`src/rtl/smooth_pkg.sv`:
```
// Shared types and helpers for the button debounce block.
package smooth_pkg;

  // Which accepted transitions produce an event strobe.
  typedef enum logic [1:0] {
    EDGE_RISE = 2'd0,
    EDGE_FALL = 2'd1,
    EDGE_BOTH = 2'd2
  } edge_mode_e;

  // Legal parameter envelope.
  localparam int unsigned MIN_CHANNELS    = 1;
  localparam int unsigned MAX_CHANNELS    = 32;
  localparam int unsigned MIN_SYNC_STAGES = 2;
  localparam int unsigned MAX_SYNC_STAGES = 4;
  localparam int unsigned MIN_STABLE      = 1;
  localparam int unsigned MAX_STABLE      = 65535;

  // True when accepting new_level should raise the event strobe in this mode.
  function automatic logic edge_fires(input edge_mode_e mode, input logic new_level);
    logic fire;
    case (mode)
      EDGE_RISE: fire = new_level;
      EDGE_FALL: fire = !new_level;
      EDGE_BOTH: fire = 1'b1;
      default:   fire = 1'b0;
    endcase
    return fire;
  endfunction

endpackage

```
`src/rtl/debounce_chan.sv`:
```
// One debounce channel: synchroniser, stability counter, accepted level and
// event strobe. A new synchronised value is accepted only after it has
// differed from the accepted level for STABLE_CYCLES consecutive unmasked
// clocks; any return to the accepted level restarts the count from zero.
module debounce_chan
  import smooth_pkg::*;
#(
  parameter int unsigned SYNC_STAGES   = 2,
  parameter int unsigned STABLE_CYCLES = 16,
  parameter edge_mode_e  EDGE_MODE     = EDGE_RISE
) (
  input  logic clk,
  input  logic reset,
  input  logic button_i,
  input  logic mask_i,
  output logic level_o,
  output logic pulse_o,
  output logic pulse_d_o
);

  localparam int unsigned      CNT_W    = $clog2(STABLE_CYCLES + 1);
  localparam logic [CNT_W-1:0] CNT_LAST = CNT_W'(STABLE_CYCLES - 1);

  logic [SYNC_STAGES-1:0] sync_q;
  logic                   synced;
  logic [CNT_W-1:0]       cnt_q, cnt_d;
  logic                   level_q, level_d;
  logic                   pulse_q, pulse_d;

  assign synced = sync_q[SYNC_STAGES-1];

  // Synchroniser chain; runs regardless of mask so it is warm when unmasked.
  always_ff @(posedge clk or negedge reset) begin
    if (!reset) begin
      sync_q <= '0;
    end else begin
      // NOTE: clocked state uses non-blocking assignments so every flop
      // samples the pre-edge value of its neighbours, giving a true shift.
      sync_q <= {sync_q[SYNC_STAGES-2:0], button_i};
    end
  end

  // Next-state logic for the stability counter, accepted level and strobe.
  always_comb begin
    // NOTE: every output of this block is assigned a default first so that
    // no path leaves it unassigned, which would otherwise infer a latch.
    cnt_d   = cnt_q;
    level_d = level_q;
    pulse_d = 1'b0;
    if (mask_i) begin
      cnt_d = '0;
    end else if (synced == level_q) begin
      cnt_d = '0;
    end else if (cnt_q == CNT_LAST) begin
      cnt_d   = '0;
      level_d = synced;
      pulse_d = edge_fires(EDGE_MODE, synced);
    end else begin
      cnt_d = cnt_q + 1'b1;
    end
  end

  // Counter, accepted level and strobe registers.
  always_ff @(posedge clk or negedge reset) begin
    if (!reset) begin
      cnt_q   <= '0;
      level_q <= 1'b0;
      pulse_q <= 1'b0;
    end else begin
      cnt_q   <= cnt_d;
      level_q <= level_d;
      pulse_q <= pulse_d;
    end
  end

  assign level_o   = level_q;
  assign pulse_o   = pulse_q;
  assign pulse_d_o = pulse_d;

endmodule

```
`src/rtl/button_debounce.sv`:
```
// Multi-channel button debouncer: CHANNELS independent debounce channels plus
// a registered OR of all event strobes aligned with the strobes themselves.
module button_debounce
  import smooth_pkg::*;
#(
  parameter int unsigned CHANNELS      = 4,
  parameter int unsigned SYNC_STAGES   = 2,
  parameter int unsigned STABLE_CYCLES = 16,
  parameter edge_mode_e  EDGE_MODE     = EDGE_RISE
) (
  input  logic                clk,
  input  logic                reset,
  input  logic [CHANNELS-1:0] button,
  input  logic [CHANNELS-1:0] mask,
  output logic [CHANNELS-1:0] level,
  output logic [CHANNELS-1:0] pulse,
  output logic                pulse_any
);

  // Refuse to build with out-of-range parameters.
  if (CHANNELS < MIN_CHANNELS || CHANNELS > MAX_CHANNELS) begin : g_bad_channels
    $error("button_debounce: CHANNELS must be in 1..32");
  end
  if (SYNC_STAGES < MIN_SYNC_STAGES || SYNC_STAGES > MAX_SYNC_STAGES) begin : g_bad_sync
    $error("button_debounce: SYNC_STAGES must be in 2..4");
  end
  if (STABLE_CYCLES < MIN_STABLE || STABLE_CYCLES > MAX_STABLE) begin : g_bad_stable
    $error("button_debounce: STABLE_CYCLES must be in 1..65535");
  end
  if (!(EDGE_MODE inside {EDGE_RISE, EDGE_FALL, EDGE_BOTH})) begin : g_bad_mode
    $error("button_debounce: EDGE_MODE must be EDGE_RISE, EDGE_FALL or EDGE_BOTH");
  end

  logic [CHANNELS-1:0] pulse_next;
  logic                pulse_any_q;

  for (genvar i = 0; i < CHANNELS; i++) begin : g_chan
    debounce_chan #(
      .SYNC_STAGES  (SYNC_STAGES),
      .STABLE_CYCLES(STABLE_CYCLES),
      .EDGE_MODE    (EDGE_MODE)
    ) u_chan (
      .clk      (clk),
      .reset    (reset),
      .button_i (button[i]),
      .mask_i   (mask[i]),
      .level_o  (level[i]),
      .pulse_o  (pulse[i]),
      .pulse_d_o(pulse_next[i])
    );
  end

  // Summary strobe registered from the channels' next-state strobes so it
  // lands in the same cycle as the per-channel pulses.
  always_ff @(posedge clk or negedge reset) begin
    if (!reset) begin
      pulse_any_q <= 1'b0;
    end else begin
      pulse_any_q <= |pulse_next;
    end
  end

  assign pulse_any = pulse_any_q;

endmodule
```
`config.mk`:
```
export PLATFORM = sky130hd
export DESIGN_NAME = button_debounce
export DESIGN_NICKNAME = d
export VERILOG_FILES = /design/src/rtl/smooth_pkg.sv /design/src/rtl/debounce_chan.sv /design/src/rtl/button_debounce.sv
export SDC_FILE = /design/constraint.sdc
export NUM_CORES = 1
export LEC_CHECK = 0
export CAP_MARGIN = 20
export CELL_PAD_IN_SITES_DETAIL_PLACEMENT = 1
export CELL_PAD_IN_SITES_GLOBAL_PLACEMENT = 1
export CORE_MARGIN = 4
export CORE_UTILIZATION = 35
export DETAILED_ROUTE_END_ITERATION = 8
export PLACE_DENSITY = 0.65
export SLEW_MARGIN = 10
export SYNTH_ARGS = -nofsm -noshare
export SYNTH_HDL_FRONTEND = slang
export SYNTH_SLANG_ARGS = --single-unit
```
`constraint.sdc`:
```
create_clock -name clk -period 1.3 [get_ports clk]
set_input_delay 0.26 -clock clk [delete_from_list [all_inputs] [get_ports clk]]
set_output_delay 0.26 -clock clk [all_outputs]
set_load 0.005 [all_outputs]
```
==> flow_summary_export.csv, run 1 <==
group,metric,value,unit
pwr,clockPowerShare,39.3,%
route,vias_per_cell,4.71,
pwr,p_total,2.19,mW
pwr,power_frac_seq,54.4,%
sta,fin_skew,6.32,ps
route,dr.first_iter.drc_count,27,
floorplan,row_count,23,
sta,clock.fmax,0.726,GHz
sta,tns,-82.7,ps
yosys,netlist_area,0.00153,mm2
clock_tree,cts_max_level,2,
min_path,hp-class,"flip-flop to flip-flop",
layout,area_growth,40.3,%
clock_tree,clk_pin_slew_worst_paths,70,ps
sta,finalCritPeriodShare,106,%
layout,drive_gt1_share,34.3,%
run_status,outcome,"complete, but fails checks",
clock_tree,cts_tree,"yes",
pwr,irDropWorstVdd,0.612,mV
route,drc,0,
pwr,power.switching,0.464,mW
place,io_buffers,18,
grt,grt_pass1_wl,5.34,mm
floorplan,initial_core_util,37.3,%
yosys,ys_ff_latch,37,
setup_path,end_kind,"flip-flop",
route,post_drt_wl_per_cell,14.4,um
grt,antenna_found_initial,0,
setup_path,reg2reg_depth,4,
layout,fill_cells,431,
sta,drv_slew,0,
sta,rsz0062_at_grt,"true",
grt,grt_remaining_overflow,0,
pwr,power_density,1020,mW/mm2
job,maxCapViolations,0,
route,dr.pass1.iters,4,
place,dpl_cell_area,0.00192,mm2
clock_tree,ctsLongestPathBuffers,2,
floorplan,num_io_pins,19,
pwr,p_comb_share,6.3,%
sta,relSlewSlack,80.5,%
sta,hold_viol,0,
layout,antenna_cells,0,
yosys,synth.avg_cell_area,13.0,um2
clock_tree,numCtsBuffers,5,
setup_path,crit_path_max_fanout,3,
setup_path,required,1460,ps
sta,setup_slack,-77.6,ps
place,gp_congestion,0.762,
yosys,ys_types,13,
clock_tree,insertion_delay,290,ps
run_status,violations,"negative setup slack",
layout,nets,179,
route,num_vias,1018,
yosys,syn_inst,118,
min_path,worstHoldPathCells,0,
yosys,yosys_warnings,0,
floorplan,die_y,74.2,um
pwr,switching_share,21.2,%
grt,grt_pass1_vias,1169,
floorplan,core,0.00412,mm2
floorplan,die_area,0.00551,mm2
sta,worstMarginPinSlew,292,ps
clock_tree,cts.sink_count,37,
clock_tree,cts-root-buf,"clkbuf_8",
grt,grt_max_degree,38,
grt,grt_usage,13.3,%
floorplan,die_w,74.2,um
setup_path,criticalPathCategory,"flip-flop to flip-flop",
layout,fin_area,0.00215,mm2
setup_path,start_kind,"flip-flop",
sta,finalCriticalPeriod,1380,ps
route,antenna_left,0,
pwr,p_leak,1.26,nW
place,dp_hpwl,2.22,mm
pwr,p_int,1.73,mW
setup_path,arrival,1540,ps
yosys,synth-seq-area-share,60.4,%
yosys,synth_fp_nets,132,
sta,setup_viol,2,
route,wl,3.11,mm
-- cell usage in the layout, fill, tap and decap left out --
cell and count:
buf_4 27, and2_1 4, ha_2 1, buf_6 1
clkdlybuf4s50_1 8, clkinv_2 1, nand3_1 12, nor4b_2 4
nand4b_4 4, or4_1 1, buf_12 1, ha_4 3
nor2_2 2, clkbuf_2 1, dlygate4sd2_1 9, clkbuf_8 7
and3_1 12, dlygate4sd3_1 1, dfrtp_1 37, mux2_4 3
mux2_1 1, nor2_4 2, inv_1 4, nor2_1 8
xor2_1 12
-- power by group through the flow --
stage                     Clock, mW  Combinational, mW  Sequential [mW]
after detailed placement          0              0.127             1.21
after global placement            0              0.122             1.21
after CTS                     0.899              0.139             1.19
after global routing          0.948              0.155             1.20
after floorplan                   0             0.0336             1.21
final                         0.861              0.138             1.19
-- metrics by stage --
| step | std cells | hold slack [ps] | util (%) | setup WS [ps] |
|---|---|---|---|---|
| 6_report | 216 | 350 | 52.3 | -77.6 |
| 4_1_cts | 215 | 353 | 51.6 | -88.4 |
| 3_3_place_gp | 198 | 244 | 46.7 | -166 |
| 2_1_floorplan | 118 | -35.6 | - | -49.7 |
| 3_5_place_dp | 198 | 245 | 46.7 | -183 |
| 5_1_grt | 216 | 354 | 52.3 | -134 |
-- flip-flops by register name, indices dropped and copies added, names as in the netlist --
name,count
g_chan.u_chan.pulse_o,4
g_chan.u_chan.level_o,4
g_chan.u_chan.cnt_q,20
g_chan.u_chan.sync_q,8
pulse_any,1
-- synthesized netlist by cell type, drive strengths merged --
| master | count | area share, % |
|---|---|---|
| mux2 | 4 | 2.9 |
| dfrtp | 37 | 60 |
| nand3 | 12 | 3.9 |
| or4 | 1 | 0.49 |
| nor4b | 4 | 3.9 |
| and2 | 4 | 1.6 |
| nand4b | 4 | 3.9 |
| inv | 4 | 0.98 |
| xor2 | 12 | 6.9 |
| ha | 4 | 3.3 |
| nor2 | 12 | 2.9 |
| and3 | 12 | 4.9 |
| buf | 8 | 3.9 |
-- final cells by class --
class	count	area [um2]	share of cell area (%)
clock buffer	7	96.3	4.48
clock inverter	1	5.00	0.233
inverter	4	15.0	0.698
multi-input combinational	69	639	29.7
sequential	37	926	43.0
tap	50	62.6	2.91
timing repair buffer	48	408	19.0
-- routing by layer --
layer  track usage [%]  share of wire, %  up-vias
met5                 0                 0        -
met4              4.83               1.6        0
met3              5.95               5.1        5
met2              21.4                51       19
met1              15.7                42      504
li1                  -                 -      490
-- path summary, 6_finish.rpt --
path | startpoint | to | slack (ps)
max in group asynchronous | reset | g_chan[2].u_chan.cnt_q[4]$_DFF_PN0_ | 640
max reg2reg | g_chan[1].u_chan.cnt_q[1]$_DFF_PN0_ | pulse_any$_DFF_PN0_ | -80
max | g_chan[1].u_chan.cnt_q[1]$_DFF_PN0_ | pulse_any$_DFF_PN0_ | -80
min reg2reg | g_chan[1].u_chan.sync_q[0]$_DFF_PN0_ | g_chan[1].u_chan.sync_q[1]$_DFF_PN0_ | 350
min | g_chan[1].u_chan.sync_q[0]$_DFF_PN0_ | g_chan[1].u_chan.sync_q[1]$_DFF_PN0_ | 350
min in group asynchronous | reset | g_chan[1].u_chan.cnt_q[3]$_DFF_PN0_ | 470
-- cell families (layout without fill, tap and decap cells) --
logic type / Yosys count / in the layout / share of synthesized area [%]
xor gates and xnor gates: 12 / 12 / 6.85
and+or+nand+nor: 49 / 49 / 21.7
muxes: 4 / 4 / 2.94
buffers and inverters: 12 / 60 / 4.89
DFF: 37 / 37 / 60.4
adders and majority gates: 4 / 4 / 3.26
-- timing repair --
action | in CTS | in global routing
hold buffers | 1 | 0
resized for setup | 17 | 5
pin swaps | 1 | 3
endpoints found under the hold margin | 37 | 0
setup endpoints to repair | 13 | 6
buffers inserted | 8 | 1
-- critical path: stages, from the launching register on --
cell	delay, ps
dfrtp_1	410
ha_4	180
nand4b_4	90
nor4b_2	60
or4_1	510
No activity file was read; power rests on OpenSTA's default activity.
==> inputs of run 2 (changes only) <==
--- a/config.mk
+++ b/config.mk
@@ -16,3 +16,4 @@
 export SYNTH_ARGS = -nofsm -noshare
 export SYNTH_HDL_FRONTEND = slang
 export SYNTH_SLANG_ARGS = --single-unit
+export TNS_END_PERCENT = 5
==> run 2 against run 1 <==
Against the previous run:
- the run still ends with negative setup slack left
- clock power is essentially flat
- largest cell class unchanged
- utilization shrank 1.0 points
- largest power group unchanged
- wire length shrank 2.2%
- total power shrank 0.26%
- global-route usage shrank 0.17 points
- die area is the same
- sequential power is essentially flat
- worst hold slack is essentially flat
- clock skew is essentially flat
==> flow_summary_export.csv, run 2 (synthesis gave the netlist of run 1 again) <==
group,metric,value,unit
run_status,outcome,"complete, but fails checks",
run_status,violations,"negative setup slack",
pwr,clockPowerShare,39.4,%
sta,setup_slack,-84.9,ps
route,drc,0,
setup_path,crit_path_max_fanout,3,
layout,final_cell_mix,"37 x dfrtp_1, 22 x buf_4, 12 x xor2_1, 12 x nand3_1, 12 x and3_1",
sta,hold_ws,350,ps
sta,fin_skew,6.55,ps
clock_tree,cts.sink_count,37,
setup_path,required,1460,ps
pwr,power.switching,0.465,mW
grt,grt_usage,13.1,%
place,dpl_cell_area,0.00192,mm2
pwr,power_frac_seq,54.6,%
pwr,p_int,1.72,mW
job,maxCapViolations,0,
route,wl,3.04,mm
route,dr.first_iter.drc_count,29,
sta,worstMarginPinSlew,292,ps
layout,area_growth,37.6,%
layout,largest_reg_flops,20,
layout,multi_input_area,636,um2
place,dp_hpwl,2.22,mm
grt,grt_pass1_wl,5.28,mm
setup_path,start_kind,"flip-flop",
clock_tree,numCtsBuffers,5,
layout,top_regs,"g_chan.u_chan.cnt_q (20), g_chan.u_chan.sync_q (8)",
sta,finalCriticalPeriod,1380,ps
pwr,power_density,1040,mW/mm2
layout,final-seq-area,926,um2
min_path,hp-class,"flip-flop to flip-flop",
clock_tree,cts_max_level,2,
layout,fin_area,0.00211,mm2
sta,finalCritPeriodShare,107,%
layout,fin_util,51.3,%
clock_tree,clk_pin_slew_worst_paths,70,ps
floorplan,row_count,23,
sta,clock.fmax,0.722,GHz
layout,fin_cells,211,
route,num_vias,1001,
setup_path,end_kind,"flip-flop",
layout,drive_gt1_share,31.7,%
grt,antenna_found_initial,0,
place,dp_slack,-183,ps
place,io_buffers,18,
place,gp_congestion,0.762,
floorplan,die_area,0.00551,mm2
route,vias_per_cell,4.74,
grt,grt_max_degree,38,
layout,antenna_cells,0,
sta,setup_viol,2,
sta,relSlewSlack,80.5,%
layout,final_common_cell,"dfrtp_1",
route,antenna_left,0,
floorplan,core,0.00412,mm2
route,post_drt_wl_per_cell,14.4,um
floorplan,initial_core_util,37.3,%
clock_tree,cts_tree,"yes",
floorplan,num_io_pins,19,
sta,hold_viol,0,
sta,tns,-95.4,ps
sta,drv_slew,0,
pwr,p_leak,1.24,nW
route,dr.pass1.iters,4,
grt,grt_pass1_vias,1157,
layout,regMostFlops,"g_chan.u_chan.cnt_q",
grt,grt_remaining_overflow,0,
pwr,irDropWorstVdd,0.621,mV
floorplan,die_y,74.2,um
floorplan,die_w,74.2,um
pwr,p_total,2.19,mW
pwr,p_comb_share,6.0,%
setup_path,arrival,1540,ps
setup_path,criticalPathCategory,"flip-flop to flip-flop",
place,place_inst,198,
clock_tree,cts-root-buf,"clkbuf_8",
clock_tree,insertion_delay,290,ps
pwr,switching_share,21.2,%
sta,rsz0062_at_grt,"true",
layout,nets,174,
layout,fill_cells,425,
clock_tree,ctsLongestPathBuffers,2,
[run 2: cell types whose count changed in the layout (fill, tap and decap cells not counted), sizes merged]
cell	previous run	this run
buf	29	24
[run 2: metal layers]
metal,wire (um),vias to the layer above,global-route usage (%)
met4,51,0,4.83
li1,-,481,-
met1,1340,496,15.5
met2,1490,19,21.0
met3,160,5,5.95
met5,0,-,0
[run 2: timing repair]
item	CTS	global route
resized for setup	18	3
endpoints found under the hold margin	37	0
hold buffers	1	0
setup endpoints to repair	13	5
setup buffers	4	0
pin swaps	1	1
[run 2: cell type report]
type	instances	area share [%]
repair buffers	43	17.5
flip-flops and latches	37	43.9
inverters	4	0.711
multi-input cells	69	30.1
clock buffers	7	4.56
clock inverters	1	0.237
well taps	50	2.96
[run 2: power groups by stage]
stage / Sequential (mW) / Combinational, mW / Clock, mW
6_report: 1.19 / 0.130 / 0.863
5_1_grt: 1.20 / 0.146 / 0.948
4_1_cts: 1.19 / 0.133 / 0.899
3_5_place_dp: 1.21 / 0.127 / 0
3_3_place_gp: 1.21 / 0.122 / 0
2_1_floorplan: 1.21 / 0.0336 / 0
[run 2: final timing paths]
kind | from | to | slack, ps | cells past startpoint
min in group asynchronous | reset | g_chan[1].u_chan.cnt_q[3]$_DFF_PN0_ | 470 | 3
max reg2reg | g_chan[1].u_chan.cnt_q[0]$_DFF_PN0_ | pulse_any$_DFF_PN0_ | -80 | 4
max in group asynchronous | reset | g_chan[3].u_chan.cnt_q[0]$_DFF_PN0_ | 640 | 3
min | g_chan[0].u_chan.sync_q[0]$_DFF_PN0_ | g_chan[0].u_chan.sync_q[1]$_DFF_PN0_ | 350 | 0
min reg2reg | g_chan[0].u_chan.sync_q[0]$_DFF_PN0_ | g_chan[0].u_chan.sync_q[1]$_DFF_PN0_ | 350 | 0
max | g_chan[1].u_chan.cnt_q[0]$_DFF_PN0_ | pulse_any$_DFF_PN0_ | -80 | 4
[run 2: critical path, cell delays in order (launching register included)]
cell	delay, ps
dfrtp_1	420
ha_4	180
nand4b_4	90
nor4b_2	60
or4_1	510
